## src/rtl/wb_unit_if.sv

```systemverilog
// rtl/wb_unit_if.sv - writeback unit bus: ALU/load result inputs, hazard probe, register-file write port
interface wb_unit_if #(
    parameter int XLEN       = 64,
    parameter int FIFO_DEPTH = 4
);
    localparam int CW = $clog2(FIFO_DEPTH) + 1;

    logic            alu_valid;
    logic            alu_we;
    logic [XLEN-1:0] alu_data;
    logic [4:0]      alu_rd;
    logic            mem_valid;
    logic [XLEN-1:0] mem_data;
    logic [4:0]      mem_rd;
    logic [2:0]      mem_funct3;
    logic [2:0]      mem_addr_lo;
    logic            mem_ready;
    logic [4:0]      check_rd;
    logic            check_hit;
    logic            op_write;
    logic [XLEN-1:0] write_data;
    logic [4:0]      write_addr;
    logic [CW-1:0]   fifo_count;
    logic            overflow_err;

    modport master (
        output alu_valid, alu_we, alu_data, alu_rd,
        output mem_valid, mem_data, mem_rd, mem_funct3, mem_addr_lo,
        output check_rd,
        input  mem_ready, check_hit, op_write, write_data, write_addr,
        input  fifo_count, overflow_err
    );

    modport slave (
        input  alu_valid, alu_we, alu_data, alu_rd,
        input  mem_valid, mem_data, mem_rd, mem_funct3, mem_addr_lo,
        input  check_rd,
        output mem_ready, check_hit, op_write, write_data, write_addr,
        output fifo_count, overflow_err
    );
endinterface

```

## src/rtl/wb_unit.sv

```systemverilog
// rtl/wb_unit.sv - writeback arbiter, ALU priority over a load-result FIFO; WB_LOAD_EXT_EN enables load extension
module wb_unit #(
    parameter int XLEN       = 64,
    parameter int FIFO_DEPTH = 4
) (
    input  logic       clk,
    input  logic       reset_n,
    wb_unit_if.slave   bus
);
    localparam int PW = $clog2(FIFO_DEPTH);
    localparam int CW = PW + 1;

    logic [XLEN-1:0] q_data [FIFO_DEPTH];
    logic [4:0]      q_rd   [FIFO_DEPTH];
    logic [PW-1:0]   rd_ptr;
    logic [PW-1:0]   wr_ptr;
    logic [CW-1:0]   count;

    logic            op_write_q;
    logic [XLEN-1:0] write_data_q;
    logic [4:0]      write_addr_q;
    logic            overflow_q;

    logic            alu_wr;
    logic            mem_ready;
    logic            load_ok;
    logic            empty;
    logic            pop;
    logic            bypass;
    logic            push;
    logic [XLEN-1:0] load_data;
    logic            hit;

`ifdef WB_LOAD_EXT_EN
    logic [XLEN-1:0] shifted;

    always_comb begin
        shifted = bus.mem_data >> {bus.mem_addr_lo, 3'b000};
        case (bus.mem_funct3)
            3'b000:  load_data = {{(XLEN-8){shifted[7]}}, shifted[7:0]};
            3'b001:  load_data = {{(XLEN-16){shifted[15]}}, shifted[15:0]};
            3'b010:  load_data = {{(XLEN-32){shifted[31]}}, shifted[31:0]};
            3'b100:  load_data = {{(XLEN-8){1'b0}}, shifted[7:0]};
            3'b101:  load_data = {{(XLEN-16){1'b0}}, shifted[15:0]};
            3'b110:  load_data = {{(XLEN-32){1'b0}}, shifted[31:0]};
            default: load_data = shifted;
        endcase
    end
`else
    logic unused_load_fields;

    assign unused_load_fields = ^{bus.mem_funct3, bus.mem_addr_lo};
    assign load_data          = bus.mem_data;
`endif

    // Destination x0 is never written, so such results are simply ignored.
    assign alu_wr    = bus.alu_valid && bus.alu_we && (bus.alu_rd != 5'd0);
    assign mem_ready = (count < CW'(FIFO_DEPTH));
    assign load_ok   = bus.mem_valid && (bus.mem_rd != 5'd0) && mem_ready;
    assign empty     = (count == '0);
    assign pop       = !alu_wr && !empty;
    assign bypass    = !alu_wr && empty && load_ok;
    assign push      = load_ok && !bypass;

    // The head is excluded when it is being drained this cycle.
    always_comb begin
        hit = 1'b0;
        for (int i = 0; i < FIFO_DEPTH; i++) begin
            if ((CW'(i) < count) && !((i == 0) && pop) &&
                (q_rd[rd_ptr + PW'(i)] == bus.check_rd))
                hit = 1'b1;
        end
    end

    always_ff @(posedge clk) begin
        if (push) begin
            q_data[wr_ptr] <= load_data;
            q_rd[wr_ptr]   <= bus.mem_rd;
        end
    end

    always_ff @(posedge clk or negedge reset_n) begin
        if (!reset_n) begin
            op_write_q   <= 1'b0;
            write_data_q <= '0;
            write_addr_q <= '0;
            rd_ptr       <= '0;
            wr_ptr       <= '0;
            count        <= '0;
            overflow_q   <= 1'b0;
        end else begin
            op_write_q <= alu_wr || pop || bypass;
            if (alu_wr) begin
                write_data_q <= bus.alu_data;
                write_addr_q <= bus.alu_rd;
            end else if (pop) begin
                write_data_q <= q_data[rd_ptr];
                write_addr_q <= q_rd[rd_ptr];
            end else if (bypass) begin
                write_data_q <= load_data;
                write_addr_q <= bus.mem_rd;
            end
            if (push)
                wr_ptr <= wr_ptr + 1'b1;
            if (pop)
                rd_ptr <= rd_ptr + 1'b1;
            case ({push, pop})
                2'b10:   count <= count + 1'b1;
                2'b01:   count <= count - 1'b1;
                default: count <= count;
            endcase
            if (bus.mem_valid && !mem_ready)
                overflow_q <= 1'b1;
        end
    end

    assign bus.mem_ready    = mem_ready;
    assign bus.check_hit    = hit && (bus.check_rd != 5'd0);
    assign bus.op_write     = op_write_q;
    assign bus.write_data   = write_data_q;
    assign bus.write_addr   = write_addr_q;
    assign bus.fifo_count   = count;
    assign bus.overflow_err = overflow_q;
endmodule

```

## src/flat_wrapper.sv

```systemverilog
// flat-port wrapper written by rule: the top's interface ports become plain ports
module wb_unit_flat 
#(
    parameter int XLEN       = 64,
    parameter int FIFO_DEPTH = 4
)
  (clk, reset_n, bus_alu_valid, bus_alu_we, bus_alu_data, bus_alu_rd, bus_mem_valid, bus_mem_data, bus_mem_rd, bus_mem_funct3, bus_mem_addr_lo, bus_check_rd, bus_mem_ready, bus_check_hit, bus_op_write, bus_write_data, bus_write_addr, bus_fifo_count, bus_overflow_err);
  wb_unit_if #(.XLEN(XLEN), .FIFO_DEPTH(FIFO_DEPTH)) bus_i ();
  input  logic clk;
  input  logic reset_n;
  input wire logic [$bits(bus_i.alu_valid)-1:0] bus_alu_valid;
  input wire logic [$bits(bus_i.alu_we)-1:0] bus_alu_we;
  input wire logic [$bits(bus_i.alu_data)-1:0] bus_alu_data;
  input wire logic [$bits(bus_i.alu_rd)-1:0] bus_alu_rd;
  input wire logic [$bits(bus_i.mem_valid)-1:0] bus_mem_valid;
  input wire logic [$bits(bus_i.mem_data)-1:0] bus_mem_data;
  input wire logic [$bits(bus_i.mem_rd)-1:0] bus_mem_rd;
  input wire logic [$bits(bus_i.mem_funct3)-1:0] bus_mem_funct3;
  input wire logic [$bits(bus_i.mem_addr_lo)-1:0] bus_mem_addr_lo;
  input wire logic [$bits(bus_i.check_rd)-1:0] bus_check_rd;
  output wire logic [$bits(bus_i.mem_ready)-1:0] bus_mem_ready;
  output wire logic [$bits(bus_i.check_hit)-1:0] bus_check_hit;
  output wire logic [$bits(bus_i.op_write)-1:0] bus_op_write;
  output wire logic [$bits(bus_i.write_data)-1:0] bus_write_data;
  output wire logic [$bits(bus_i.write_addr)-1:0] bus_write_addr;
  output wire logic [$bits(bus_i.fifo_count)-1:0] bus_fifo_count;
  output wire logic [$bits(bus_i.overflow_err)-1:0] bus_overflow_err;
  assign bus_i.alu_valid = bus_alu_valid;
  assign bus_i.alu_we = bus_alu_we;
  assign bus_i.alu_data = bus_alu_data;
  assign bus_i.alu_rd = bus_alu_rd;
  assign bus_i.mem_valid = bus_mem_valid;
  assign bus_i.mem_data = bus_mem_data;
  assign bus_i.mem_rd = bus_mem_rd;
  assign bus_i.mem_funct3 = bus_mem_funct3;
  assign bus_i.mem_addr_lo = bus_mem_addr_lo;
  assign bus_i.check_rd = bus_check_rd;
  assign bus_mem_ready = bus_i.mem_ready;
  assign bus_check_hit = bus_i.check_hit;
  assign bus_op_write = bus_i.op_write;
  assign bus_write_data = bus_i.write_data;
  assign bus_write_addr = bus_i.write_addr;
  assign bus_fifo_count = bus_i.fifo_count;
  assign bus_overflow_err = bus_i.overflow_err;
  wb_unit #(.XLEN(XLEN), .FIFO_DEPTH(FIFO_DEPTH)) u_core (.clk(clk), .reset_n(reset_n), .bus(bus_i));
endmodule
```

## config.mk

```make
export PLATFORM = sky130hd
export DESIGN_NAME = wb_unit_flat
export DESIGN_NICKNAME = d
export VERILOG_FILES = /design/src/rtl/wb_unit_if.sv /design/src/rtl/wb_unit.sv /design/src/flat_wrapper.sv
export SDC_FILE = /design/constraint.sdc
export NUM_CORES = 1
export LEC_CHECK = 0
export ABC_AREA = 1
export ABC_CLOCK_PERIOD_IN_PS = 7500
export BUFFER_PORTS_ARGS = -buffer_cell sky130_fd_sc_hd__buf_4
export CORE_MARGIN = 1.5
export CORE_UTILIZATION = 35
export DETAILED_ROUTE_END_ITERATION = 16
export MAX_ROUTING_LAYER = met4
export SETUP_SLACK_MARGIN = 0.1
export SYNTH_ARGS = -nofsm -noshare
export SYNTH_HDL_FRONTEND = slang
export SYNTH_SLANG_ARGS = --single-unit
```

## constraint.sdc

```tcl
create_clock -name clk -period 7.5 [get_ports clk]
set_input_delay 0.75 -clock clk [delete_from_list [all_inputs] [get_ports clk]]
set_output_delay 0.75 -clock clk [all_outputs]
set_load 0.01 [all_outputs]
```

==> reports/results.tsv <==
stage	metric	value	unit
outcome	status	finished, final reports clean	
final_layout	Nets	1627	
timing	Max Fclk	264	MHz
clock_tree	Clock transition at path regs	0.06	ns
floorplan	Core Area	41800	sq um
clock_tree	clock latency on the worst-skew pair	0.55	ns
floorplan	Die ar.	43400	sq um
power	Pwr Total	7.22	mW
clock_tree	clock sinks	354	
critical_path	cell mode on critical path	nand2_1	
synth	Distinct cells, synth	24	
timing	Final setup viols	0	
critical_path	Max stage delay cell, worst path	dfrtp_1	
timing	fin crit period	3.79	ns
floorplan	# rows	75	
grt	initial antenna violation count	1	
route	drt drc	0	
route	Via density	5.16	
synth	synthesized instance count	1253	
timing	Slew @ Worst Pin	0.989	ns
critical_path	Setup CP Type	reg -> out	
critical_path	critical path cell sequence	inv_2 > nand2_1 > nand2_1 > nand2_1 > nand2_1 > nand2_1 > nand2_1 > nor2_1 > nand3_1 > nand2_1 > nor2_1 > nor2_1 > buf_4	
grt	largest net degree at the start of global routing	66	
synth	Syn Nets	1416	
grt	first-pass GRT wire length	59000	um
flow_run	MaxCap Viol Count	0	
timing	Slew HR	34.1	%
synth	top post-synthesis cells by area	edfxtp_1, dfrtp_1, nand2_1	
floorplan	DIE WIDTH	208	um
placement	placed insts	1962	
placement	Placement Setup Slack	3.47	ns
power	combinational group share of total power	34.8	%
grt	met2 usage	28.5	%
power	power density over the cells	396	nW/um^2
route	DRT Pass-1 Iters	5	
min_path	HP Class	in -> async	
floorplan	Initial Util	35.3	%
clock_tree	CTS tree	yes	
floorplan	io pins	230	
placement	Placer Congestion	0.856	
power	switch share	35.1	%
timing	Max Slew Vio Count	0	
final_layout	Non-Filler Instances	2035	
critical_path	max incr delay on CP	0.77	ns
timing	setup ws final	3.71	ns
clock_tree	postcts setup bufs	0	
clock_tree	CTS Hold Bufs	0	
power	Worst IR Drop VDD	0.000213	V
grt	busiest grt layer	met2	
power	Internal Power	4.69	mW
synth	synthesized area	14700	sq um
synth	Yosys top cell by area	edfxtp_1	
critical_path	startpoint types	flip-flop	
power	Clk pwr share	26.8	%
clock_tree	Root Buffer	clkbuf_16	
placement	HPWL after DPL	22400	um
grt	GRT Total Usage	18.2	%
critical_path	Worst EP arrival	3.04	ns
route	1st-iter DRT viols	630	
final_layout	most common cell after layout, fill and taps aside	nand2_1	
critical_path	CP endpoint kind	output pin	
synth	register area share after synthesis	69.5	%
route	DR WL/cell	18.9	um
critical_path	CP Max Fanout	15	
synth	synth warn	0	
route	final WL	38400	um
power	leak pwr	7.15	nW
synth	Seq cells post-synth	354	
timing	setup TNS	0	ns
clock_tree	number of buffers created by CTS	39	
synth	Synth top area share	56.2	%
final_layout	commonest non-fill, non-tap cells in the layout	nand2_1, edfxtp_1, buf_4	
synth	Synth Area per Inst	11.8	sq um
final_layout	share of cells above drive strength 1	20.8	%
final_layout	Area Overhead vs Synth	23.7	%
timing	RSZ-0062 raised after global routing	no	
route	DR vias	10500	
route	DRT antenna net count	0	
placement	Port Buffers	223	
grt	met1 usage	24.0	%
floorplan	chip height	208	um
timing	Worst Clk Skew	0.0204	ns
critical_path	CP Data Required Time	6.75	ns
grt	number of global-route vias before repair	10300	
clock_tree	CTS HTree Levels	2	
clock_tree	Max clock buf depth	3	
grt	met3 usage	3.03	%
final_layout	post-layout util	43.7	%
power	Flop pwr share	38.4	%
timing	Final Hold Viols	0	
power	Switch Pwr	2.53	mW
grt	GRT overflow	0	
timing	Period Utilization, post-route	50.6	%
clock_tree	cts repair resizes	0	
power by group through the flow:
| stage | sequential (mW) | combinational [mW] | clock [mW] |
|---|---|---|---|
| 2_1_floorplan | 2.88 | 1.48 | 0 |
| 3_3_place_gp | 2.79 | 2.51 | 0 |
| 3_5_place_dp | 2.80 | 2.55 | 0 |
| 4_1_cts | 2.77 | 2.56 | 1.98 |
| 5_1_grt | 2.81 | 2.79 | 2.07 |
| 6_report | 2.77 | 2.51 | 1.94 |
kinds of logic (layout without fill, tap and decap cells):
family                   Yosys count  in the layout  share of synthesized area, %
buffers and inverters            110            352                          3.16
flip-flops                       354            354                          69.5
other                              0              1                             0
AND/OR/NAND/NOR                  535            535                          14.4
AO/OA/AOI/OAI                    240            240                          11.9
adder cells (fa/ha/maj)            9              9                         0.764
XOR/XNOR                           5              5                         0.297
through the flow:
| step | area [sq um] | hold slack (ns) |
|---|---|---|
| 2_1_floorplan | 14700 | 0.454 |
| 3_3_place_gp | 16900 | 0.455 |
| 3_5_place_dp | 16900 | 0.456 |
| 4_1_cts | 18200 | 0.0344 |
| 5_1_grt | 18200 | 0.0512 |
| 6_report | 18200 | 0.0637 |
Yosys cell counts:
cell type	count
o22ai_1	4
a22oi_1	95
xor2_1	3
nand3_1	65
buf_2	24
xnor2_1	2
nor2_1	88
clkbuf_1	35
edfxtp_1	276
a21oi_1	7
ha_1	9
o21ai_0	28
buf_1	3
nor3_1	2
nand4_1	8
dfrtp_1	78
a31oi_1	11
buf_4	6
a41oi_1	53
a21o_1	42
inv_2	7
nand2_1	371
inv_1	35
nor2_4	1
flip-flops by register name (all words and copies together), names as in the netlist:
| name | flops |
|---|---|
| u_core.q_data | 256 |
| u_core.bus.write_data | 64 |
| u_core.q_rd | 20 |
| u_core.bus.write_addr | 5 |
| u_core.bus.fifo_count | 3 |
| u_core.rd_ptr | 2 |
| u_core.wr_ptr | 2 |
| u_core.bus.op_write | 1 |
| u_core.bus.overflow_err | 1 |
critical path, delay by kind of cell, from the launching register on:
kind | cells | cell delay (ns)
buf+inv | 2 | 0.40
flops | 1 | 0.77
simple gates | 11 | 1.31
final cells by class:
class,count,area (sq um)
multi-input combinational,789,4080
fill,3854,23500
timing repair buffer,238,1790
sequential,354,10200
antenna,1,2.50
tap,539,674
clock inverter,18,225
clock buffer,54,1070
inverter,42,158
metal layers:
layer,part of all wire (%),routed length [um],vias up
li1,-,-,4944
met2,47,18100,284
met3,5.1,1940,69
met1,46,17600,5194
met4,2.1,817,0
met5,0,0,-
final timing paths:
| kind | start | end | slack [ns] | cells past startpoint |
|---|---|---|---|---|
| worst max-delay path | u_core.rd_ptr[1]$_DFFE_PN0N_ | bus_check_hit | 3.71 | 13 |
| worst min register to register | u_core.bus.overflow_err$_DFFE_PN0P_ | u_core.bus.overflow_err$_DFFE_PN0P_ | 0.48 | 1 |
| worst min-delay path | reset_n | u_core.bus.write_data[21]$_DFFE_PN0P_ | 0.06 | 1 |
| min in group clk | bus_mem_data[41] | u_core.q_data[0][41]$_DFFE_PP_ | 0.41 | 1 |
| max in group asynchronous | reset_n | u_core.bus.write_data[40]$_DFFE_PN0P_ | 6.19 | 2 |
| worst max register to register | u_core.bus.fifo_count[0]$_DFFE_PN0P_ | u_core.q_data[3][42]$_DFFE_PP_ | 3.78 | 8 |
Power figures use the tool's default switching activity.
